### config.mk
export PLATFORM = sky130hd
export DESIGN_NAME = afe_tdc_spi_flat
export DESIGN_NICKNAME = d
export VERILOG_FILES = /design/src/rtl/afe_tdc_spi_pkg.sv /design/src/rtl/afe_tdc_spi_if.sv /design/src/rtl/afe_tdc_spi_ch.sv /design/src/rtl/afe_tdc_spi.sv /design/src/flat_wrapper.sv
export SDC_FILE = /design/constraint.sdc
export NUM_CORES = 1
export LEC_CHECK = 0
export BUFFER_PORTS_ARGS = -buffer_cell sky130_fd_sc_hd__buf_2
export CAP_MARGIN = 5
export CORE_ASPECT_RATIO = 1.25
export CORE_MARGIN = 3
export CORE_UTILIZATION = 62
export DETAILED_ROUTE_END_ITERATION = 10
export PLACE_DENSITY = 0.87
export RECOVER_POWER = 100
export SETUP_SLACK_MARGIN = 0.05
export SYNTH_ARGS = -nofsm -noshare
export SYNTH_HDL_FRONTEND = slang
export SYNTH_SLANG_ARGS = --single-unit
### constraint.sdc
create_clock -name CLK -period 2.3 [get_ports CLK]
set_input_delay 0.345 -clock CLK [delete_from_list [all_inputs] [get_ports CLK]]
set_output_delay 0.345 -clock CLK [all_outputs]
set_load 0.02 [all_outputs]
### src/rtl/afe_tdc_spi_pkg.sv
// afe_pkg: register map, CTRL bit positions and channel state encoding
package afe_pkg;
  localparam logic [6:0] ADDR_CTRL = 7'h00;
  localparam logic [6:0] ADDR_GPIO = 7'h01;
  localparam logic [6:0] ADDR_STATUS = 7'h02;
  localparam logic [6:0] ADDR_RES_BASE = 7'h10;
  localparam int CTRL_ARM = 0;
  localparam int CTRL_CLR = 1;
  localparam int CTRL_HIT_EN = 2;
  localparam logic [2:0] IDLE = 3'd0;
  localparam logic [2:0] WAIT_INJ = 3'd1;
  localparam logic [2:0] DLY = 3'd2;
  localparam logic [2:0] TOT = 3'd3;
  localparam logic [2:0] DONE = 3'd4;
endpackage

### src/rtl/afe_tdc_spi_if.sv
// afe_tdc_spi_if: board SPI bus between master and the AFE slave
interface afe_tdc_spi_if;
  logic SCLK;
  logic CS_B;
  logic MOSI;
  logic MISO;
  modport master(output SCLK, CS_B, MOSI, input MISO);
  modport slave(input SCLK, CS_B, MOSI, output MISO);
endinterface

### src/rtl/afe_tdc_spi_ch.sv
// afe_ch_tdc: one channel's injection-to-hit delay and time-over-threshold counters
module afe_ch_tdc import afe_pkg::*; #(
  parameter int CNT_W = 8
) (
  input  logic             clk,
  input  logic             rst,
  input  logic             arm,
  input  logic             clr,
  input  logic             inj_rise,
  input  logic             inj_fall,
  input  logic             comp_rise,
  input  logic             comp_fall,
  output logic             done,
  output logic [CNT_W-1:0] dly,
  output logic [CNT_W-1:0] tot
);
  logic [2:0] st;
  assign done = st == DONE;
  // arm/clear outrank any same-cycle measurement event
  always_ff @(posedge clk)
    if (rst || clr) begin
      st <= IDLE;
      dly <= '0;
      tot <= '0;
    end else if (arm) begin
      st <= WAIT_INJ;
      dly <= '0;
      tot <= '0;
    end else
      case (st)
        WAIT_INJ: if (inj_rise) st <= comp_rise ? TOT : DLY;
        DLY: begin
          dly <= (inj_fall && !comp_rise) ? '1 : (&dly ? dly : dly + CNT_W'(1));
          st <= comp_rise ? TOT : (inj_fall ? DONE : DLY);
        end
        TOT: begin
          tot <= &tot ? tot : tot + CNT_W'(1);
          if (comp_fall) st <= DONE;
        end
        default: ;
      endcase
endmodule

### src/rtl/afe_tdc_spi.sv
// afe_tdc_spi: input synchronisers, oversampled SPI slave, register file and per-channel TDCs
module afe_tdc_spi import afe_pkg::*; #(
  parameter int N_CH = 4,
  parameter int CNT_W = 8
) (
  input  logic            CLK,
  input  logic            RST,
  afe_tdc_spi_if.slave    spi,
  input  logic            INJ_IN,
  input  logic [N_CH-1:0] COMP,
  output logic            HIT,
  output logic [7:0]      GPIO,
  output logic            LED
);
  localparam int W = N_CH + 3;
  logic [W-1:0] s1, s2, s3, rise, fall;
  logic [1:0] mosi_s;
  logic [4:0] cnt;
  logic [15:0] rx;
  logic [7:0] tx, rd;
  logic [6:0] rd_addr;
  logic miso_q, hit_en, arm, clr, commit;
  logic [N_CH-1:0] done;
  logic [N_CH-1:0][CNT_W-1:0] dly, tot;
  assign rise = s2 & ~s3;
  assign fall = ~s2 & s3;
  assign rd_addr = {rx[5:0], mosi_s[1]};
  assign commit = rise[1] && cnt == 5'd16 && !rx[15];
  assign spi.MISO = miso_q;
  assign LED = |done;
  // bit 0 SCLK, bit 1 CS_B (resets high = deselected), bit 2 INJ, then COMP
  always_ff @(posedge CLK)
    if (RST) begin
      s1 <= W'(2);
      s2 <= W'(2);
      s3 <= W'(2);
      mosi_s <= '0;
    end else begin
      s1 <= {COMP, INJ_IN, spi.CS_B, spi.SCLK};
      s2 <= s1;
      s3 <= s2;
      mosi_s <= {mosi_s[0], spi.MOSI};
    end
  always_ff @(posedge CLK)
    if (RST) begin
      GPIO <= '0;
      hit_en <= 1'b0;
      arm <= 1'b0;
      clr <= 1'b0;
      HIT <= 1'b0;
    end else begin
      arm <= commit && rx[14:8] == ADDR_CTRL && rx[CTRL_ARM];
      clr <= commit && rx[14:8] == ADDR_CTRL && rx[CTRL_CLR];
      if (commit && rx[14:8] == ADDR_CTRL) hit_en <= rx[CTRL_HIT_EN];
      if (commit && rx[14:8] == ADDR_GPIO) GPIO <= rx[7:0];
      HIT <= hit_en && |s3[W-1:3];
    end
  always_comb begin
    rd = '0;
    if (rd_addr == ADDR_CTRL) rd[CTRL_HIT_EN] = hit_en;
    if (rd_addr == ADDR_GPIO) rd = GPIO;
    if (rd_addr == ADDR_STATUS) rd = 8'(done);
    for (int i = 0; i < N_CH; i++) begin
      if (rd_addr == 7'(ADDR_RES_BASE + 2 * i)) rd = 8'(dly[i]);
      if (rd_addr == 7'(ADDR_RES_BASE + 2 * i + 1)) rd = 8'(tot[i]);
    end
  end
  // read data is snapshotted into tx on the 8th SCLK rise and shifted out on falls
  always_ff @(posedge CLK)
    if (RST) begin
      cnt <= '0;
      rx <= '0;
      tx <= '0;
      miso_q <= 1'b1;
    end else if (s2[1]) begin
      cnt <= '0;
      miso_q <= 1'b1;
    end else begin
      if (rise[0]) begin
        rx <= {rx[14:0], mosi_s[1]};
        cnt <= cnt + 5'(cnt != 5'd31);
        if (cnt == 5'd7) tx <= rx[6] ? rd : 8'h00;
      end
      if (fall[0] && cnt >= 5'd8) tx <= {tx[6:0], 1'b0};
      miso_q <= fall[0] ? (cnt >= 5'd8 && tx[7]) : (fall[1] ? 1'b0 : miso_q);
    end
  for (genvar g = 0; g < N_CH; g++) begin : g_ch
    afe_ch_tdc #(.CNT_W(CNT_W)) u_ch (
      .clk(CLK),
      .rst(RST),
      .arm(arm),
      .clr(clr),
      .inj_rise(rise[2]),
      .inj_fall(fall[2]),
      .comp_rise(rise[3+g]),
      .comp_fall(fall[3+g]),
      .done(done[g]),
      .dly(dly[g]),
      .tot(tot[g])
    );
  end
endmodule
### src/flat_wrapper.sv
// flat-port wrapper written by rule: the top's interface ports become plain ports
module afe_tdc_spi_flat import afe_pkg::*;
#(
  parameter int N_CH = 4,
  parameter int CNT_W = 8
)
  (CLK, RST, INJ_IN, COMP, HIT, GPIO, LED, spi_SCLK, spi_CS_B, spi_MOSI, spi_MISO);
  afe_tdc_spi_if spi_i ();
  input  logic CLK;
  input  logic RST;
  input  logic INJ_IN;
  input  logic [N_CH-1:0] COMP;
  output logic HIT;
  output logic [7:0] GPIO;
  output logic LED;
  input wire logic [$bits(spi_i.SCLK)-1:0] spi_SCLK;
  input wire logic [$bits(spi_i.CS_B)-1:0] spi_CS_B;
  input wire logic [$bits(spi_i.MOSI)-1:0] spi_MOSI;
  output wire logic [$bits(spi_i.MISO)-1:0] spi_MISO;
  assign spi_i.SCLK = spi_SCLK;
  assign spi_i.CS_B = spi_CS_B;
  assign spi_i.MOSI = spi_MOSI;
  assign spi_MISO = spi_i.MISO;
  afe_tdc_spi #(.N_CH(N_CH), .CNT_W(CNT_W)) u_core (.CLK(CLK), .RST(RST), .spi(spi_i), .INJ_IN(INJ_IN), .COMP(COMP), .HIT(HIT), .GPIO(GPIO), .LED(LED));
endmodule
==> impl_metrics.json, run 1 <==
{
  "status": "complete, no violations",
  "crit_slowest_cell": "nor3b_1",
  "drv_cap": 0,
  "design_area_um2": 7650,
  "cts_tree": "yes",
  "synthXorXnorAreaFrac": 0.0506,
  "cts_sinks": 141,
  "fin_setup_tns_ps": 0,
  "initial_utilization": 0.646,
  "synth_cells": 816,
  "path_max_fanout": 6,
  "cp.arrival_ps": 1790,
  "dieArea_um2": 12500,
  "die_x_um": 101,
  "route.vias.total": 6195,
  "synthMuxAreaShare": 0.0524,
  "max_slew.worst_pin.slew_ps": 1290,
  "final_cell_mix": "dfxtp_1 (141), nor2_1 (88), nand2_1 (75), a21oi_1 (71), nor2b_1 (36)",
  "ys_types": 75,
  "final.setup.worst_slack_ps": 163,
  "finalHoldViolations": 0,
  "die_y_um": 124,
  "wire_per_inst_um": 18.3,
  "synthSimpleGateAreaFrac": 0.269,
  "cp-end-kind": "primary output",
  "crit_chain": "nor3b_1, a2111o_1, buf_2",
  "r2r_end": "u_core.tx[4]",
  "track_usage": 0.299,
  "cts-root-buf": "clkbuf_16",
  "num_rows": 42,
  "slowest_delay_ps": 600,
  "worstSetupPathType": "reg2out",
  "drt_first_pass_iters": 5,
  "synth-async-reset-ratio": 0,
  "antenna_found_initial": 0,
  "overflow": 0,
  "synth_fa_ha_area_frac": 0.0181,
  "rsz0062_at_grt": "false",
  "final_common_cell": "dfxtp_1",
  "grtUsageMet3": 0.0521,
  "timing.final.crit_share": 0.929,
  "grt_pass1_wl_mm": 29.5,
  "hold_path_class": "in2reg",
  "syn_nets": 836,
  "setup.worst_path.start_class": "flop",
  "drive_gt1_frac": 0.0884,
  "cts_buffers": 17,
  "critPathLaunch": "u_core.g_ch[3].u_ch.st[2]",
  "r2r-start": "u_core.rx[2]",
  "coreArea_um2": 10700,
  "rr_worst_depth": 5,
  "r2r_setup_slack_ps": 240,
  "grtUsageMet1": 0.368,
  "clock_path_buffers": 2,
  "finClkSkew_ps": 10.1,
  "io_buffers": 20,
  "fin_crit_ps": 2140,
  "dp.cells": 938,
  "cts_resized": 0,
  "grt_pass1_vias": 5943,
  "ys_seq_elements": 141,
  "drv_slew": 0,
  "total_power_mw": 5.33,
  "n_antenna_cell": 0,
  "total_leakage_power_nw": 2.67,
  "avgViaCountPerCell": 6.39,
  "holdWs_ps": 108,
  "ys_warn_count": 0,
  "grt_busiest_layer": "met2",
  "drcViolationCount": 0,
  "cts_max_level": 4,
  "stdcell_count": 969,
  "syn-cell-area_um2": 6920,
  "fmax_mhz": 468,
  "synth_edf_count": 0,
  "insertion_delay_ps": 420,
  "finalSetupViolCount": 0,
  "routed_wl_mm": 17.8,
  "hold_buffers": 0,
  "slew_headroom": 0.140,
  "final_antenna_net_count": 0,
  "grt_max_degree": 68,
  "ir_drop_v": 0.000640,
  "synth_top_family_by_area": "simple AND/OR/NAND/NOR gates",
  "avgSynthCellArea_um2": 8.48,
  "setup.worst_path.end": "LED",
  "synth_ff_type": "dfxtp_1",
  "post_cts_buffers": 0,
  "dpl.hpwl_mm": 12.7,
  "pwr_density_cell_nw_per_um2": 697,
  "dpl_cell_area_um2": 7120,
  "worst_ep_required_time_ps": 1960,
  "pre_cts_slack_ps": 362,
  "first_iter_violations": 509,
  "grt_use_met2": 0.505,
  "gp_congestion": 0.927,
  "area_growth_pct": 10.5,
  "yosysSeqAreaShare": 0.408,
  "cts.clk_slew.worst_paths_ps": 60,
  "nets": 845,
  "final_core_util": 0.713,
  "synth-compound-area-share": 0.168,
  "ios": 21
}
[state kept, by name, summed over array words and instances (netlist names), 7 cells and up]
signal,flops
u_core.tx,8
u_core.g_ch.u_ch.dly,32
u_core.GPIO,8
u_core.g_ch.u_ch.tot,32
u_core.s1,7
u_core.s2,7
u_core.g_ch.u_ch.st,12
u_core.s3,7
u_core.rx,16
[area by class of cell]
class	instances	area (um^2)
Clock inverter	14	161
Clock buffer	17	425
Timing Repair Buffer	32	178
Inverter	14	52.6
Fill cell	825	3070
Sequential cell	141	2820
Tap cell	132	165
Multi-Input combinational cell	619	3840
[cells in the mapped netlist (8+ instances only)]
| library cell | count | area, um^2 |
|---|---|---|
| inv_1 | 14 | 52.6 |
| or3_1 | 10 | 62.6 |
| a211oi_1 | 9 | 67.6 |
| nand2b_1 | 12 | 75.1 |
| and3_1 | 12 | 75.1 |
| nor4b_1 | 8 | 70.1 |
| nor4_1 | 8 | 50.1 |
| o21ai_0 | 30 | 150 |
| o22ai_1 | 9 | 56.3 |
| nor3b_1 | 12 | 90.1 |
| nand4_1 | 15 | 93.8 |
| nand2_1 | 75 | 282 |
| dfxtp_1 | 141 | 2820 |
| nand3_1 | 27 | 135 |
| mux2i_1 | 25 | 250 |
| clkbuf_1 | 17 | 63.8 |
| a21oi_1 | 71 | 355 |
| ha_1 | 10 | 125 |
| xor2_1 | 12 | 105 |
| nor2_1 | 88 | 330 |
| nor2b_1 | 36 | 225 |
| xnor2_1 | 28 | 245 |
| nor3_1 | 24 | 120 |
| buf_2 | 18 | 90.1 |
[logic make-up (layout without fill, tap and decap cells)]
group	after synthesis	in the layout
AO/OA/AOI/OAI	183	183
multiplexers	31	31
adder cells (fa/ha/maj)	10	10
XOR/XNOR	40	40
AND/OR/NAND/NOR	355	355
flip-flops	141	141
buffers and inverters	56	77
[report_power, final]
group          total, mW  internal, mW  switching (mW)
clock               2.73          1.61            1.12
combinational      0.126        0.0424          0.0837
sequential          2.47          2.46          0.0120
total               5.33          4.11            1.22
[layer usage]
| metal | vias to the layer above | part of all wire |
|---|---|---|
| met5 | - | 0 |
| met4 | 0 | 0.042 |
| met3 | 59 | 0.056 |
| met2 | 258 | 0.49 |
| met1 | 2946 | 0.41 |
| li1 | 2932 | - |
[worst max-delay path, delay by kind of cell, from the launching register on]
kind,cells,cell delay (ps)
AOI/OAI and AO/OA,1,210
buffers and inverters,1,160
DFF,1,400
and+or+nand+nor,1,600
[worst min-delay path by stage]
| stage | startpoint | endpoint | slack [ps] | cells past startpoint |
|---|---|---|---|---|
| floorplan | u_core.s1[1] | u_core.s2[1] | 390 | 1 |
| global placement | u_core.s1[1] | u_core.s2[1] | 400 | 1 |
| detailed placement | u_core.s1[1] | u_core.s2[1] | 400 | 1 |
| CTS | spi_CS_B | u_core.s1[1] | 100 | 2 |
| global route | spi_CS_B | u_core.s1[1] | 120 | 2 |
| finish | spi_CS_B | u_core.s1[1] | 110 | 2 |
No activity file was read; power rests on OpenSTA's default activity.
==> run 2: changes to the inputs <==
--- a/config.mk
+++ b/config.mk
@@ -7,7 +7,7 @@
 export LEC_CHECK = 0
 export BUFFER_PORTS_ARGS = -buffer_cell sky130_fd_sc_hd__buf_2
 export CAP_MARGIN = 5
-export CORE_ASPECT_RATIO = 1.25
+export CORE_ASPECT_RATIO = 0.9
 export CORE_MARGIN = 3
 export CORE_UTILIZATION = 62
 export DETAILED_ROUTE_END_ITERATION = 10
==> run 2 against run 1 <==
Register-to-register slack worse by 40 ps. Total power increased by 0.76%. Critical endpoint unchanged. Critical path depth stayed put. Highest routed layer unchanged.
==> impl_metrics.json, run 2 (synthesized netlist as in run 1, its figures left out) <==
{
  "status": "complete, no violations",
  "num_rows": 35,
  "reg_top3": "u_core.g_ch.u_ch.dly x32, u_core.g_ch.u_ch.tot x32, u_core.rx x16",
  "r2r_setup_slack_ps": 200,
  "ir_drop_v": 0.000601,
  "finalHoldViolations": 0,
  "finalSetupViolCount": 0,
  "cp-end-kind": "primary output",
  "post_cts_buffers": 0,
  "avgViaCountPerCell": 6.35,
  "track_usage": 0.298,
  "area_growth_pct": 10.7,
  "drive_gt1_frac": 0.0850,
  "drv_slew": 0,
  "max_slew.worst_pin.slew_ps": 1260,
  "cts.clk_slew.worst_paths_ps": 60,
  "grt_max_degree": 68,
  "worst_ep_required_time_ps": 1960,
  "slew_headroom": 0.160,
  "drcViolationCount": 0,
  "setup.worst_path.end": "LED",
  "nets": 842,
  "cts_sinks": 141,
  "grt_pass1_wl_mm": 30.1,
  "critPathLaunch": "u_core.g_ch[1].u_ch.st[2]",
  "clock_path_buffers": 2,
  "n_fill_cell": 785,
  "path_max_fanout": 6,
  "dieArea_um2": 12500,
  "n_antenna_cell": 0,
  "pre_cts_slack_ps": 346,
  "critical_path_buf_inv_count": 1,
  "fin_setup_tns_ps": 0,
  "final_common_cell": "dfxtp_1",
  "r2r_end": "u_core.g_ch[2].u_ch.dly[1]",
  "wire_per_inst_um": 18.6,
  "antenna_found_initial": 0,
  "drv_cap": 0,
  "drt_first_pass_iters": 6,
  "fin_crit_ps": 2100,
  "rsz0062_at_grt": "false",
  "hold_buffers": 0,
  "cp.arrival_ps": 1760,
  "die_y_um": 106,
  "final.setup.worst_slack_ps": 197,
  "timing.final.crit_share": 0.915,
  "routed_wl_mm": 18.3,
  "worstSetupPathType": "reg2out",
  "final_cell_mix": "dfxtp_1 (141), nor2_1 (88), nand2_1 (75), a21oi_1 (72), nor2b_1 (36)",
  "path_delay_family": "simple AND/OR/NAND/NOR gates",
  "cts_resized": 0,
  "coreArea_um2": 10600,
  "worst-path-stages": 3,
  "io_buffers": 20,
  "cts_max_level": 4,
  "initial_utilization": 0.656,
  "fmax_mhz": 475,
  "pwr_density_cell_nw_per_um2": 700,
  "hold_path_class": "in2reg",
  "cts-root-buf": "clkbuf_16",
  "worstHoldStart": "spi_CS_B",
  "finClkSkew_ps": 12.2,
  "first_iter_violations": 650,
  "insertion_delay_ps": 430,
  "grt_pass1_vias": 6055,
  "multi_input_area_um2": 3860,
  "final_antenna_net_count": 0,
  "dpl.hpwl_mm": 12.7,
  "slowest_delay_ps": 480,
  "setup.worst_path.start_class": "flop",
  "die_x_um": 117,
  "cts_tree": "yes",
  "overflow": 0,
  "r2r-start": "u_core.arm",
  "crit_chain": "nor3b_1, a2111o_1, clkbuf_1",
  "gp_congestion": 0.987,
  "regArea_um2": 2820,
  "crit_slowest_cell": "nor3b_1",
  "ios": 21,
  "total_leakage_power_nw": 2.68,
  "cts_buffers": 17,
  "route.vias.total": 6238,
  "rr_worst_depth": 3
}
==> run 2: through the flow <==
stage	utilization	total power, mW	hold slack (ps)	cells	instance area, um^2
global route	0.726	5.49	101	983	7670
detailed placement	0.675	2.66	443	951	7130
floorplan	-	2.61	389	816	6920
CTS	0.731	5.38	91.1	983	7720
global placement	0.675	2.65	417	951	7130
finish	0.726	5.37	89.5	983	7670
==> run 2: metal layers <==
layer	global-route usage	wire length [um]	part of all wire
met5	0	0	0
met4	0.101	395	0.022
met3	0.0793	1370	0.075
met2	0.509	8810	0.48
met1	0.367	7710	0.42
==> run 2: layout make-up <==
cell class / count / area share
Clock buffer: 17 / 0.0555
Clock inverter: 15 / 0.0215
Sequential cell: 141 / 0.368
Timing Repair Buffer: 29 / 0.0207
Inverter: 14 / 0.00685
Multi-Input combinational cell: 619 / 0.503
Tap cell: 148 / 0.0242
==> run 2: how the worst min path moves through the flow <==
stage	slack (ps)	cells past startpoint	to
after global routing	100	2	u_core.s1[1]
after floorplan	390	1	u_core.s2[1]
after CTS	90	2	u_core.s1[1]
final	90	2	u_core.s1[1]
after global placement	420	1	u_core.s2[5]
after detailed placement	440	1	u_core.s2[5]
==> run 2: power by group <==
part           switching (mW)  leakage [nW]  total [mW]  internal (mW)
clock                    1.22         0.287        2.77           1.55
sequential             0.0123          1.14        2.47           2.46
combinational          0.0859          1.25       0.127         0.0414
